[src/rtl/rr_arb_pkg.sv]
// Shared types and sizing helpers for the round-robin grant arbiter.
package rr_arb_pkg;

  // Arbiter FSM: IDLE has no owner, BUSY holds exactly one grant.
  typedef enum logic [0:0] {
    ST_IDLE = 1'b0,
    ST_BUSY = 1'b1
  } arb_state_e;

  // Bits needed to index n items; never less than one bit.
  function automatic int idx_width(input int n);
    if (n <= 2) begin
      return 1;
    end else begin
      return $clog2(n);
    end
  endfunction

endpackage

[src/rtl/rr_grant_arbiter_leave_one_hot.sv]
// Keeps only the lowest set bit of a vector; all-zero in gives all-zero out.
module leave_one_hot #(
  parameter int WIDTH = 32
) (
  input  logic [WIDTH-1:0] in_vec,
  output logic [WIDTH-1:0] out_vec
);

  // Two's-complement trick isolates the least significant one.
  assign out_vec = in_vec & (~in_vec + WIDTH'(1));

endmodule

[src/rtl/rr_grant_arbiter.sv]
// Round-robin grant arbiter with registered one-hot grant and hold limit.
module rr_grant_arbiter
  import rr_arb_pkg::*;
#(
  parameter int WIDTH    = 32,
  parameter int MAX_HOLD = 256
) (
  input  logic                        clk,
  input  logic                        nrst,
  input  logic [WIDTH-1:0]            req,
  input  logic                        release_pulse,
  output logic [WIDTH-1:0]            grant,
  output logic                        grant_valid,
  output logic [idx_width(WIDTH)-1:0] grant_idx,
  output logic                        timeout
);

  localparam int IDXW  = idx_width(WIDTH);
  localparam int HOLDW = idx_width(MAX_HOLD + 1);
  localparam logic [HOLDW-1:0] HOLD_LIM = (MAX_HOLD == 0) ? {HOLDW{1'b0}} : HOLDW'(MAX_HOLD - 1);
  localparam logic [HOLDW-1:0] HOLD_SAT = {HOLDW{1'b1}};
  localparam logic [IDXW-1:0]  PTR_RST  = IDXW'(WIDTH - 1);

  arb_state_e       state_q, state_d;
  logic [IDXW-1:0]  ptr_q, ptr_d;
  logic [HOLDW-1:0] hold_q, hold_d;
  logic [WIDTH-1:0] grant_q, grant_d;
  logic [IDXW-1:0]  grant_idx_q, grant_idx_d;
  logic             grant_valid_q, grant_valid_d;
  logic             timeout_q, timeout_d;
  // Blocks granting on the first edge after reset deassertion.
  logic             armed_q, armed_d;

  logic [WIDTH-1:0] mask_s;
  logic [WIDTH-1:0] masked_req_s;
  logic [WIDTH-1:0] masked_oh_s;
  logic [WIDTH-1:0] unmasked_oh_s;
  logic [WIDTH-1:0] win_oh_s;
  logic [IDXW-1:0]  win_idx_s;
  logic             req_any_s;
  logic             limit_hit_s;

  // Priority mask: only requesters strictly above the last winner.
  always_comb begin
    mask_s = {WIDTH{1'b0}};
    for (int i = 0; i < WIDTH; i++) begin
      mask_s[i] = (IDXW'(i) > ptr_q);
    end
  end

  assign masked_req_s = req & mask_s;
  assign req_any_s    = |req;

  leave_one_hot #(.WIDTH(WIDTH)) u_loh_masked (
    .in_vec  (masked_req_s),
    .out_vec (masked_oh_s)
  );

  leave_one_hot #(.WIDTH(WIDTH)) u_loh_unmasked (
    .in_vec  (req),
    .out_vec (unmasked_oh_s)
  );

  // Pick the wrapped-around winner and encode it to a binary index.
  always_comb begin
    win_oh_s  = (|masked_req_s) ? masked_oh_s : unmasked_oh_s;
    win_idx_s = {IDXW{1'b0}};
    for (int i = 0; i < WIDTH; i++) begin
      win_idx_s = win_idx_s | ({IDXW{win_oh_s[i]}} & IDXW'(i));
    end
  end

  // Hold limit reached this cycle; disabled entirely when MAX_HOLD is zero.
  assign limit_hit_s = (MAX_HOLD != 0) && (hold_q == HOLD_LIM);

  // Next-state, grant update, pointer update and hold counting.
  // The owner's own bit needs no explicit exclusion on release: ptr equals
  // the owner in BUSY, so it wins again only when nobody else requests.
  always_comb begin
    state_d       = state_q;
    ptr_d         = ptr_q;
    hold_d        = hold_q;
    grant_d       = grant_q;
    grant_idx_d   = grant_idx_q;
    grant_valid_d = grant_valid_q;
    timeout_d     = 1'b0;
    armed_d       = 1'b1;
    case (state_q)
      ST_IDLE: begin
        if (armed_q && req_any_s) begin
          state_d       = ST_BUSY;
          grant_d       = win_oh_s;
          grant_idx_d   = win_idx_s;
          grant_valid_d = 1'b1;
          ptr_d         = win_idx_s;
          hold_d        = {HOLDW{1'b0}};
        end else begin
          state_d = ST_IDLE;
        end
      end
      ST_BUSY: begin
        if (release_pulse || limit_hit_s) begin
          timeout_d = ~release_pulse;
          if (req_any_s) begin
            state_d       = ST_BUSY;
            grant_d       = win_oh_s;
            grant_idx_d   = win_idx_s;
            grant_valid_d = 1'b1;
            ptr_d         = win_idx_s;
            hold_d        = {HOLDW{1'b0}};
          end else begin
            state_d       = ST_IDLE;
            grant_d       = {WIDTH{1'b0}};
            grant_idx_d   = {IDXW{1'b0}};
            grant_valid_d = 1'b0;
            hold_d        = {HOLDW{1'b0}};
          end
        end else if (hold_q != HOLD_SAT) begin
          hold_d = hold_q + HOLDW'(1);
        end else begin
          hold_d = hold_q;
        end
      end
      default: begin
        state_d       = ST_IDLE;
        grant_d       = {WIDTH{1'b0}};
        grant_idx_d   = {IDXW{1'b0}};
        grant_valid_d = 1'b0;
        hold_d        = {HOLDW{1'b0}};
      end
    endcase
  end

  // State and output registers with asynchronous active-low reset.
  always_ff @(posedge clk or negedge nrst) begin
    if (!nrst) begin
      state_q       <= ST_IDLE;
      ptr_q         <= PTR_RST;
      hold_q        <= {HOLDW{1'b0}};
      grant_q       <= {WIDTH{1'b0}};
      grant_idx_q   <= {IDXW{1'b0}};
      grant_valid_q <= 1'b0;
      timeout_q     <= 1'b0;
      armed_q       <= 1'b0;
    end else begin
      state_q       <= state_d;
      ptr_q         <= ptr_d;
      hold_q        <= hold_d;
      grant_q       <= grant_d;
      grant_idx_q   <= grant_idx_d;
      grant_valid_q <= grant_valid_d;
      timeout_q     <= timeout_d;
      armed_q       <= armed_d;
    end
  end

  assign grant       = grant_q;
  assign grant_valid = grant_valid_q;
  assign grant_idx   = grant_idx_q;
  assign timeout     = timeout_q;

endmodule
[config.mk]
export PLATFORM = sky130hd
export DESIGN_NAME = rr_grant_arbiter
export DESIGN_NICKNAME = d
export VERILOG_FILES = /design/src/rtl/rr_arb_pkg.sv /design/src/rtl/rr_grant_arbiter_leave_one_hot.sv /design/src/rtl/rr_grant_arbiter.sv
export SDC_FILE = /design/constraint.sdc
export NUM_CORES = 1
export LEC_CHECK = 0
export ABC_AREA = 1
export BUFFER_PORTS_ARGS = -buffer_cell sky130_fd_sc_hd__buf_2
export CAP_MARGIN = 5
export CORE_MARGIN = 2
export CORE_UTILIZATION = 40
export CTS_CLUSTER_SIZE = 40
export DETAILED_ROUTE_END_ITERATION = 8
export PLACE_DENSITY = 0.66
export SYNTH_ARGS = -nofsm -noshare
export SYNTH_HDL_FRONTEND = slang
export SYNTH_SLANG_ARGS = --single-unit
[constraint.sdc]
create_clock -name clk -period 3.15 [get_ports clk]
set_input_delay 0.315 -clock clk [delete_from_list [all_inputs] [get_ports clk]]
set_output_delay 0.315 -clock clk [all_outputs]
set_load 0.005 [all_outputs]
# Word level (Yosys, flattened, before mapping)
# Cells that the tools add are included.
[classes] n_addsub=3 order_cmp=32 eq_ne=6 mux=25 bitwise_logic=37 reduce_logical=7
[ops] cell="32-bit two-way mux" n=4
[ops] cell="32-bit AND" n=3
[ops] cell="5-bit greater-than comparator (first input constant)" n=16
[ops] cell="5-bit OR" n=15
[ops] cell="32-bit by 1-bit adder with 32-bit output (second input constant)" n=2
[ops] cell="32-bit NOT" n=2
[ops] cell="32-bit case mux with 2 select lines" n=1
[ops] cell="32-bit OR reduction" n=2
[ops] cell="4-bit by 5-bit greater-than comparator with 1-bit output (first input constant)" n=8
[ops] cell="4-bit OR" n=7
[ops] cell="9-bit two-way mux" n=3
[ops] cell="5-bit two-way mux" n=5
[ops] cell="3-bit by 5-bit greater-than comparator with 1-bit output (first input constant)" n=4
[ops] cell="5-bit case mux with 2 select lines" n=2
[ops] cell="9-bit case mux with 2 select lines" n=1
[ops] cell="1-bit by 5-bit greater-than comparator with 1-bit output (first input constant)" n=2
[ops] cell="2-bit by 5-bit greater-than comparator with 1-bit output (first input constant)" n=2
[ops] cell="9-bit by 1-bit adder with 9-bit output (second input constant)" n=1
[ops] cell="9-bit by 8-bit equality test with 1-bit output (second input constant)" n=1
[ops] cell="9-bit != test (second input constant)" n=1
[ops] cell="3-bit OR" n=3
[ops] cell="1-bit two-way mux" n=7
[ops] cell="4-bit by 5-bit OR with 5-bit output" n=1
[ops] cell="2-bit by 1-bit != test with 1-bit output (second input constant)" n=2
[ops] cell="12 further kinds" n=15
[totals] register_bits=55 inputBits=35 out_inout_bits=39 elab_cells=118

# Logic depth before layout (Yosys ltp)
[logic_depth] ltp_word=39 depth_mapped=19 mapped_depth_nobuf=17

# Modules after synthesis
# From an unflattened synthesis, not the netlist that was laid out.
[unflattened] cells_unflattened=891 area_unflattened_um2=4934.7
[modules_own_cells] mod="rr_grant_arbiter" n_inst=1 cells_per_inst=593 area_per_inst_um2=3683.5 seq_area_each_um2=1382.6
[modules_own_cells] mod="leave_one_hot" n_inst=2 cells_per_inst=149 area_per_inst_um2=625.6 seq_area_each_um2=0.0

# Worst setup path before layout
# No wires, ideal clock.
[synth_timing] path_type="register to register" startpoint="register ptr_q[1]" endpoint="register grant_idx_q[1] (netlist: grant_idx[1])" setup_time_ns=0.118 arrival_time_ns=2.079 required_ns=3.032 path_slack_ns=0.953 path_stages_with_launch=18 path_buffers=2 period_less_slack_ns=2.197 cell_sequence="dfstp_2 -> buf_4 -> nand2_1 -> nor2_1 -> inv_1 -> nand3_1 -> nand2_1 -> nor2_1 -> nand2_2 -> nor2_8 -> buf_6 -> nand3_1 -> nand2_1 -> nand2_1 -> nor2_1 -> nand3_1 -> nand2_1 -> nand2_1"
[synth_between] elab_chain_cells=39 elab_cells_between_ends=72 cone_classes="1 x add/sub; 32 x order compare; 5 x mux; 33 x bitwise; 1 x reduce/logical"
[synth_lines] item="from (decl)" line="rr_grant_arbiter.sv:25" rtl="logic [IDXW-1:0] ptr_q, ptr_d;"
[synth_lines] item="from (signal assigned)" line="rr_grant_arbiter.sv:147" rtl="ptr_q <= ptr_d;"
[synth_lines] item="1-bit by 5-bit greater-than comparator with 1-bit output or 2-bit by 5-bit greater-than comparator with 1-bit output (tied branches)" line="rr_grant_arbiter.sv:47" rtl="mask_s[i] = (IDXW'(i) > ptr_q);"
[synth_lines] item="32-bit AND (*)" line="rr_grant_arbiter.sv:51" rtl="assign masked_req_s = req & mask_s;"
[synth_lines] item="32-bit NOT" line="rr_grant_arbiter_leave_one_hot.sv:10" rtl="assign out_vec = in_vec & (~in_vec + WIDTH'(1));"
[synth_lines] item="32-bit by 1-bit adder with 32-bit output" line="rr_grant_arbiter_leave_one_hot.sv:10"
[synth_lines] item="32-bit AND" line="rr_grant_arbiter_leave_one_hot.sv:10"
[synth_lines] item="32-bit two-way mux (*)" line="rr_grant_arbiter.sv:66" rtl="win_oh_s = (|masked_req_s) ? masked_oh_s : unmasked_oh_s;"
[synth_lines] item="1-bit by 2-bit OR with 2-bit output" line="rr_grant_arbiter.sv:69" rtl="win_idx_s = win_idx_s | ({IDXW{win_oh_s[i]}} & IDXW'(i));"
[synth_lines] item="2-bit OR" line="rr_grant_arbiter.sv:69"
[synth_lines] item="[... 4 more ...]"
[synth_lines] item="3-bit by 4-bit OR with 4-bit output" line="rr_grant_arbiter.sv:69"
[synth_lines] item="4-bit OR (7 in series)" line="rr_grant_arbiter.sv:69"
[synth_lines] item="4-bit by 5-bit OR with 5-bit output" line="rr_grant_arbiter.sv:69"
[synth_lines] item="5-bit OR (14 in series)" line="rr_grant_arbiter.sv:69"
[synth_lines] item="5-bit OR (*)" line="rr_grant_arbiter.sv:69"
[synth_lines] item="5-bit two-way mux" line="rr_grant_arbiter.sv:104" rtl="if (req_any_s) begin"
[synth_lines] item="5-bit two-way mux" line="rr_grant_arbiter.sv:102" rtl="if (release_pulse || limit_hit_s) begin"
[synth_lines] item="5-bit case mux with 2 select lines (*)" line="rr_grant_arbiter.sv:88" rtl="case (state_q)"
[synth_lines] item="to (signal assigned)" line="rr_grant_arbiter.sv:141" rtl="grant_idx_q <= {IDXW{1'b0}};"
[synth_lines] item="to (signal assigned)" line="rr_grant_arbiter.sv:150" rtl="grant_idx_q <= grant_idx_d;"
[synth_lines] item="to (decl)" line="rr_grant_arbiter.sv:28" rtl="logic [IDXW-1:0] grant_idx_q, grant_idx_d;"
# Mark *: on every way between the ends. The rest lies on a longest branch, timed or not. The select of a mux whose other input is x is not followed.
# A chain may end at the register's enable or synchronous reset.

# Final worst setup path
[layout_timing] startpoint="register ptr_q[4]" endpoint="register ptr_q[3]"
[layout_between] elab_chain_cells=33 elab_cells_between_ends=66 cone_classes="1 x add/sub; 32 x order compare; 5 x mux; 27 x bitwise; 1 x reduce/logical"
[layout_lines] item="1-bit by 5-bit greater-than comparator with 1-bit output, or another cell as far along" line="rr_grant_arbiter.sv:47"
[layout_lines] item="32-bit AND (*)" line="rr_grant_arbiter.sv:51"
[layout_lines] item="32-bit NOT" line="rr_grant_arbiter_leave_one_hot.sv:10"
[layout_lines] item="32-bit by 1-bit adder with 32-bit output" line="rr_grant_arbiter_leave_one_hot.sv:10"
[layout_lines] item="32-bit AND" line="rr_grant_arbiter_leave_one_hot.sv:10"
[layout_lines] item="32-bit two-way mux (*)" line="rr_grant_arbiter.sv:66"
[layout_lines] item="3-bit by 4-bit OR with 4-bit output" line="rr_grant_arbiter.sv:69"
[layout_lines] item="4-bit OR (7 in series)" line="rr_grant_arbiter.sv:69"
[layout_lines] item="4-bit by 5-bit OR with 5-bit output" line="rr_grant_arbiter.sv:69"
[layout_lines] item="5-bit OR (14 in series)" line="rr_grant_arbiter.sv:69"
[layout_lines] item="5-bit OR (*)" line="rr_grant_arbiter.sv:69"
[layout_lines] item="5-bit two-way mux" line="rr_grant_arbiter.sv:104"
[layout_lines] item="5-bit two-way mux" line="rr_grant_arbiter.sv:102"
[layout_lines] item="5-bit case mux with 2 select lines (*)" line="rr_grant_arbiter.sv:88"
# Marked as above.

==> impl_metrics.csv <==
group,metric,value,unit
layout,area_growth,15.2,%
routing,vias,4895,
job,cap_violations,0,
timing,holdWs,0.0702,ns
critical_path,timing_worst_setup_path_type,"reg -> reg",
layout,diodes,0,
timing,finClkSkew,0.00660,ns
yosys,synthesis.nets,784,
pwr,power.combinational.fraction,36.0,%
cts,postCtsHoldBufs,0,
yosys,async_reset_ff_share,100,%
timing,slew_viol_final,0,
cts,insertion_delay,0.31,ns
pwr,cellInternalPower,1290,uW
cts,tritoncts.num_buffers,5,
critical_path,worstReg2RegEnd,"ptr_q[3]",
global_route,grt_usage,25.6,%
critical_path,cp-endpoint,"ptr_q[3]",
yosys,synth.cell_area,0.00437,sq mm
cts,clock-root-buffer,"sky130_fd_sc_hd__clkbuf_8",
critical_path,critPathTopFamily,"simple AND/OR/NAND/NOR gates",
critical_path,largest_stage_delay_worst_path,0.74,ns
yosys,synth_enable_flop_cells,0,
global_route,antenna_found_initial,0,
critical_path,worst_ep_required_time,3.41,ns
pwr,vdd.ir_drop.worst,0.000289,V
routing,total_wire_length_after_detailed_routing,14.3,mm
floorplan,chipHeight,109,microns
timing,max_slew_margin,48.6,%
critical_path,critPathBufInv,0,
critical_path,critical_path_depth,14,
min_path,hold_class,"in -> async",
placed_design,placedInstanceArea,0.00492,sq mm
yosys,ys_dominant_reg_cell,"sky130_fd_sc_hd__dfrtp_1",
timing,max_freq,347,MHz
placed_design,io_buffer_count,73,
yosys,post_syn_instances,746,
timing,final_setup_vio_count,0,
layout,layout.core_utilization,46.9,%
routing,drtPass1Iterations,5,
layout,final_area,0.00504,sq mm
cts,tritoncts,"yes",
outcome,status,"complete, no violations",
routing,antenna_violating_nets_post_route,0,
global_route,wire_length_of_the_first_global_routing_pass,23.4,mm
floorplan,design.die.area,0.0118,sq mm
cts,resized_gates_after_cts,0,
timing,final_count_of_hold_timing_violations,0,
critical_path,crit_chain,"nand2_2, o21ai_1, nand2_1, nor2_1, nand2_1, nor2_8, nand2_2, o21bai_1, nor2_1, nand2_1, nor2_1, nand2_1, nand2_1, nand2_1",
yosys,synth-seq-cells,55,
critical_path,start_kind,"flip-flop",
critical_path,arrival,3.14,ns
layout,number_of_nets_at_the_end_of_the_flow,859,
yosys,ys.warnings.count,0,
yosys,ys_types,35,
pwr,pwr-share-seq,41.7,%
global_route,grt_max_degree,46,
floorplan,floorplan.die.width,109,microns
layout,drive_gt1_share,14.2,%
floorplan,start_util,40.7,%
cts,worst_path_clk_slew,0.10,ns
critical_path,cpMostUsedCell,"sky130_fd_sc_hd__nand2_1",
layout,nFillCells,1217,
yosys,ys_seq_area_share,31.6,%
timing,post-route-min-period,2.88,ns
critical_path,crit-reg2reg-launch,"ptr_q[4]",
pwr,power.share.switching,39.9,%
global_route,global_route.overflow_total,0,
timing,tns_setup,0,ns
pwr,total_leakage_power,0.00286,uW
pwr,p_switching,861,uW
global_route,vias_in_the_first_global_route,4582,
critical_path,setup_slack_reg_to_reg,0.27,ns
floorplan,floorplan.rows,38,
cts,post_cts_buffers,0,
routing,drt_iter0_markers,446,
critical_path,reg2regPathDepth,14,
timing,crit_share_post_route,91.5,%
floorplan,ios,74,
cts,cts_max_path_buffers,2,
timing,rsz_0062_raised_after_global_routing,"false",
critical_path,timing_startpoint_of_the_critical_path,"ptr_q[4]",
yosys,syn_area_per_cell,5.86,sq um
routing,wire_per_inst,14.9,microns
routing,drt-vias-per-instance,5.09,
cts,clock_sinks,55,
critical_path,path_max_fanout,25,
cts,cts.htree.levels,2,
critical_path,crit_slowest_cell,"sky130_fd_sc_hd__dfstp_2",
timing,max_slew.worst_pin.slew,0.771,ns
pwr,clockPowerShare,22.3,%
placed_design,dp_hpwl,11.8,mm
floorplan,total_core_area,0.0107,sq mm
placed_design,gp_congestion,1.02,
pwr,cellPowerDensity,428,mW/mm^2
routing,detail_route.drc_violations,0,
critical_path,critical_path.endpoint_type,"flip-flop",
## power by group through the flow
stage | clock network (uW) | registers, uW | logic (uW)
finish | 481 | 899 | 775
global route | 525 | 913 | 885
CTS | 494 | 896 | 769
detailed placement | 0 | 907 | 767
floorplan | 0 | 858 | 540
global placement | 0 | 907 | 770
## Yosys cell counts (all sizes together) (2+ instances only)
| cell | count | area share [%] |
|---|---|---|
| a21oi | 3 | 0.34 |
| and2 | 4 | 0.63 |
| nor2 | 143 | 13 |
| inv | 89 | 7.6 |
| ha | 3 | 0.86 |
| o21bai | 3 | 0.51 |
| nor4 | 2 | 0.29 |
| dfrtp | 50 | 29 |
| nand4 | 13 | 1.9 |
| buf | 15 | 2.4 |
| dfstp | 5 | 3.0 |
| nand3b | 7 | 1.2 |
| nand3 | 80 | 9.3 |
| nor3b | 4 | 0.69 |
| o21ai | 24 | 2.8 |
| nor3 | 24 | 2.7 |
| nand2 | 268 | 23 |
| clkbuf | 2 | 0.17 |
## layout by cell type, fill, tap and decap left out
cell type | netlist | routed
sky130_fd_sc_hd__a31oi_1 | 1 | 1
sky130_fd_sc_hd__nand2_1 | 263 | 263
sky130_fd_sc_hd__nor3b_1 | 4 | 4
sky130_fd_sc_hd__bufinv_16 | 0 | 1
sky130_fd_sc_hd__nor2_2 | 2 | 3
sky130_fd_sc_hd__and2_1 | 3 | 3
sky130_fd_sc_hd__nand4_1 | 13 | 13
sky130_fd_sc_hd__dfrtp_1 | 50 | 50
sky130_fd_sc_hd__nor4_1 | 2 | 2
sky130_fd_sc_hd__conb_1 | 1 | 1
sky130_fd_sc_hd__nor2_1 | 140 | 139
sky130_fd_sc_hd__buf_2 | 8 | 73
sky130_fd_sc_hd__ha_1 | 3 | 3
sky130_fd_sc_hd__inv_2 | 6 | 6
sky130_fd_sc_hd__nor3_1 | 24 | 24
sky130_fd_sc_hd__o21ai_1 | 5 | 5
sky130_fd_sc_hd__clkinv_1 | 1 | 1
sky130_fd_sc_hd__a21oi_1 | 3 | 3
sky130_fd_sc_hd__o22ai_1 | 1 | 1
sky130_fd_sc_hd__dfstp_2 | 5 | 5
sky130_fd_sc_hd__clkinv_4 | 0 | 1
sky130_fd_sc_hd__clkbuf_8 | 0 | 5
sky130_fd_sc_hd__nor2_8 | 1 | 1
sky130_fd_sc_hd__nand3_1 | 79 | 79
sky130_fd_sc_hd__and2_4 | 1 | 1
sky130_fd_sc_hd__nand3b_1 | 7 | 7
sky130_fd_sc_hd__nand2_2 | 5 | 5
sky130_fd_sc_hd__nand3_2 | 1 | 1
sky130_fd_sc_hd__or2_2 | 1 | 1
sky130_fd_sc_hd__o21bai_1 | 3 | 3
sky130_fd_sc_hd__o31ai_1 | 1 | 1
sky130_fd_sc_hd__buf_4 | 4 | 10
sky130_fd_sc_hd__inv_6 | 0 | 1
sky130_fd_sc_hd__o21ai_2 | 1 | 1
sky130_fd_sc_hd__inv_1 | 83 | 83
sky130_fd_sc_hd__buf_12 | 0 | 2
sky130_fd_sc_hd__o211ai_1 | 1 | 1
sky130_fd_sc_hd__o21ai_0 | 18 | 18
## routing by layer
metal / GRT usage, % / part of all wire, %
met1: 36.8 / 46
met2: 39.6 / 44
met3: 2.35 / 7.7
met4: 10.2 / 3.1
met5: 0 / 0
## cells by family after synthesis
logic type / synth area share [%]
fa+ha+maj: 0.858
simple gates: 52.9
compound gates: 4.32
flops: 31.6
other cells: 0.0857
buf+inv: 10.3
## area by class of cell
class                           instances  area (sq um)  share of cell area, %
Sequential cell                        55          1380                   27.4
Clock buffer                            5          68.8                   1.37
Inverter                               90           338                   6.71
Multi-Input combinational cell        584          2540                   50.5
Tap cell                              140           175                   3.48
Clock inverter                          3          47.5                  0.944
Timing Repair Buffer                   85           480                   9.54
## worst register-to-register path: cells and delay by family, from the launching register on
kind            cells  cell delay [ns]
compound gates      2             0.64
flops               1             0.74
simple gates       12             1.45
## flip-flops by register name, indices dropped and copies added (netlist names)
signal	flops
grant	32
armed_q	1
state_q	1
hold_q	9
ptr_q	5
timeout	1
grant_idx	5
grant_valid	1
## stage by stage
stage	setup slack [ns]	total power, uW	std cells
floorplan	0.953	1400	746
global placement	0.369	1680	954
detailed placement	0.339	1670	954
CTS	0.315	2160	962
global route	0.0633	2320	962
finish	0.269	2160	962
## worst min path at each step
stage                     depth (start not counted)  startpoint  slack, ns        end
after floorplan                                   0        nrst       0.02    armed_q
after global placement                            1        nrst       0.44  grant[15]
after detailed placement                          1        nrst       0.44  grant[15]
after CTS                                         1        nrst       0.09  grant[15]
after global routing                              1        nrst       0.12  grant[14]
final                                             1        nrst       0.07  grant[15]
(Power assumes the default switching activity.)
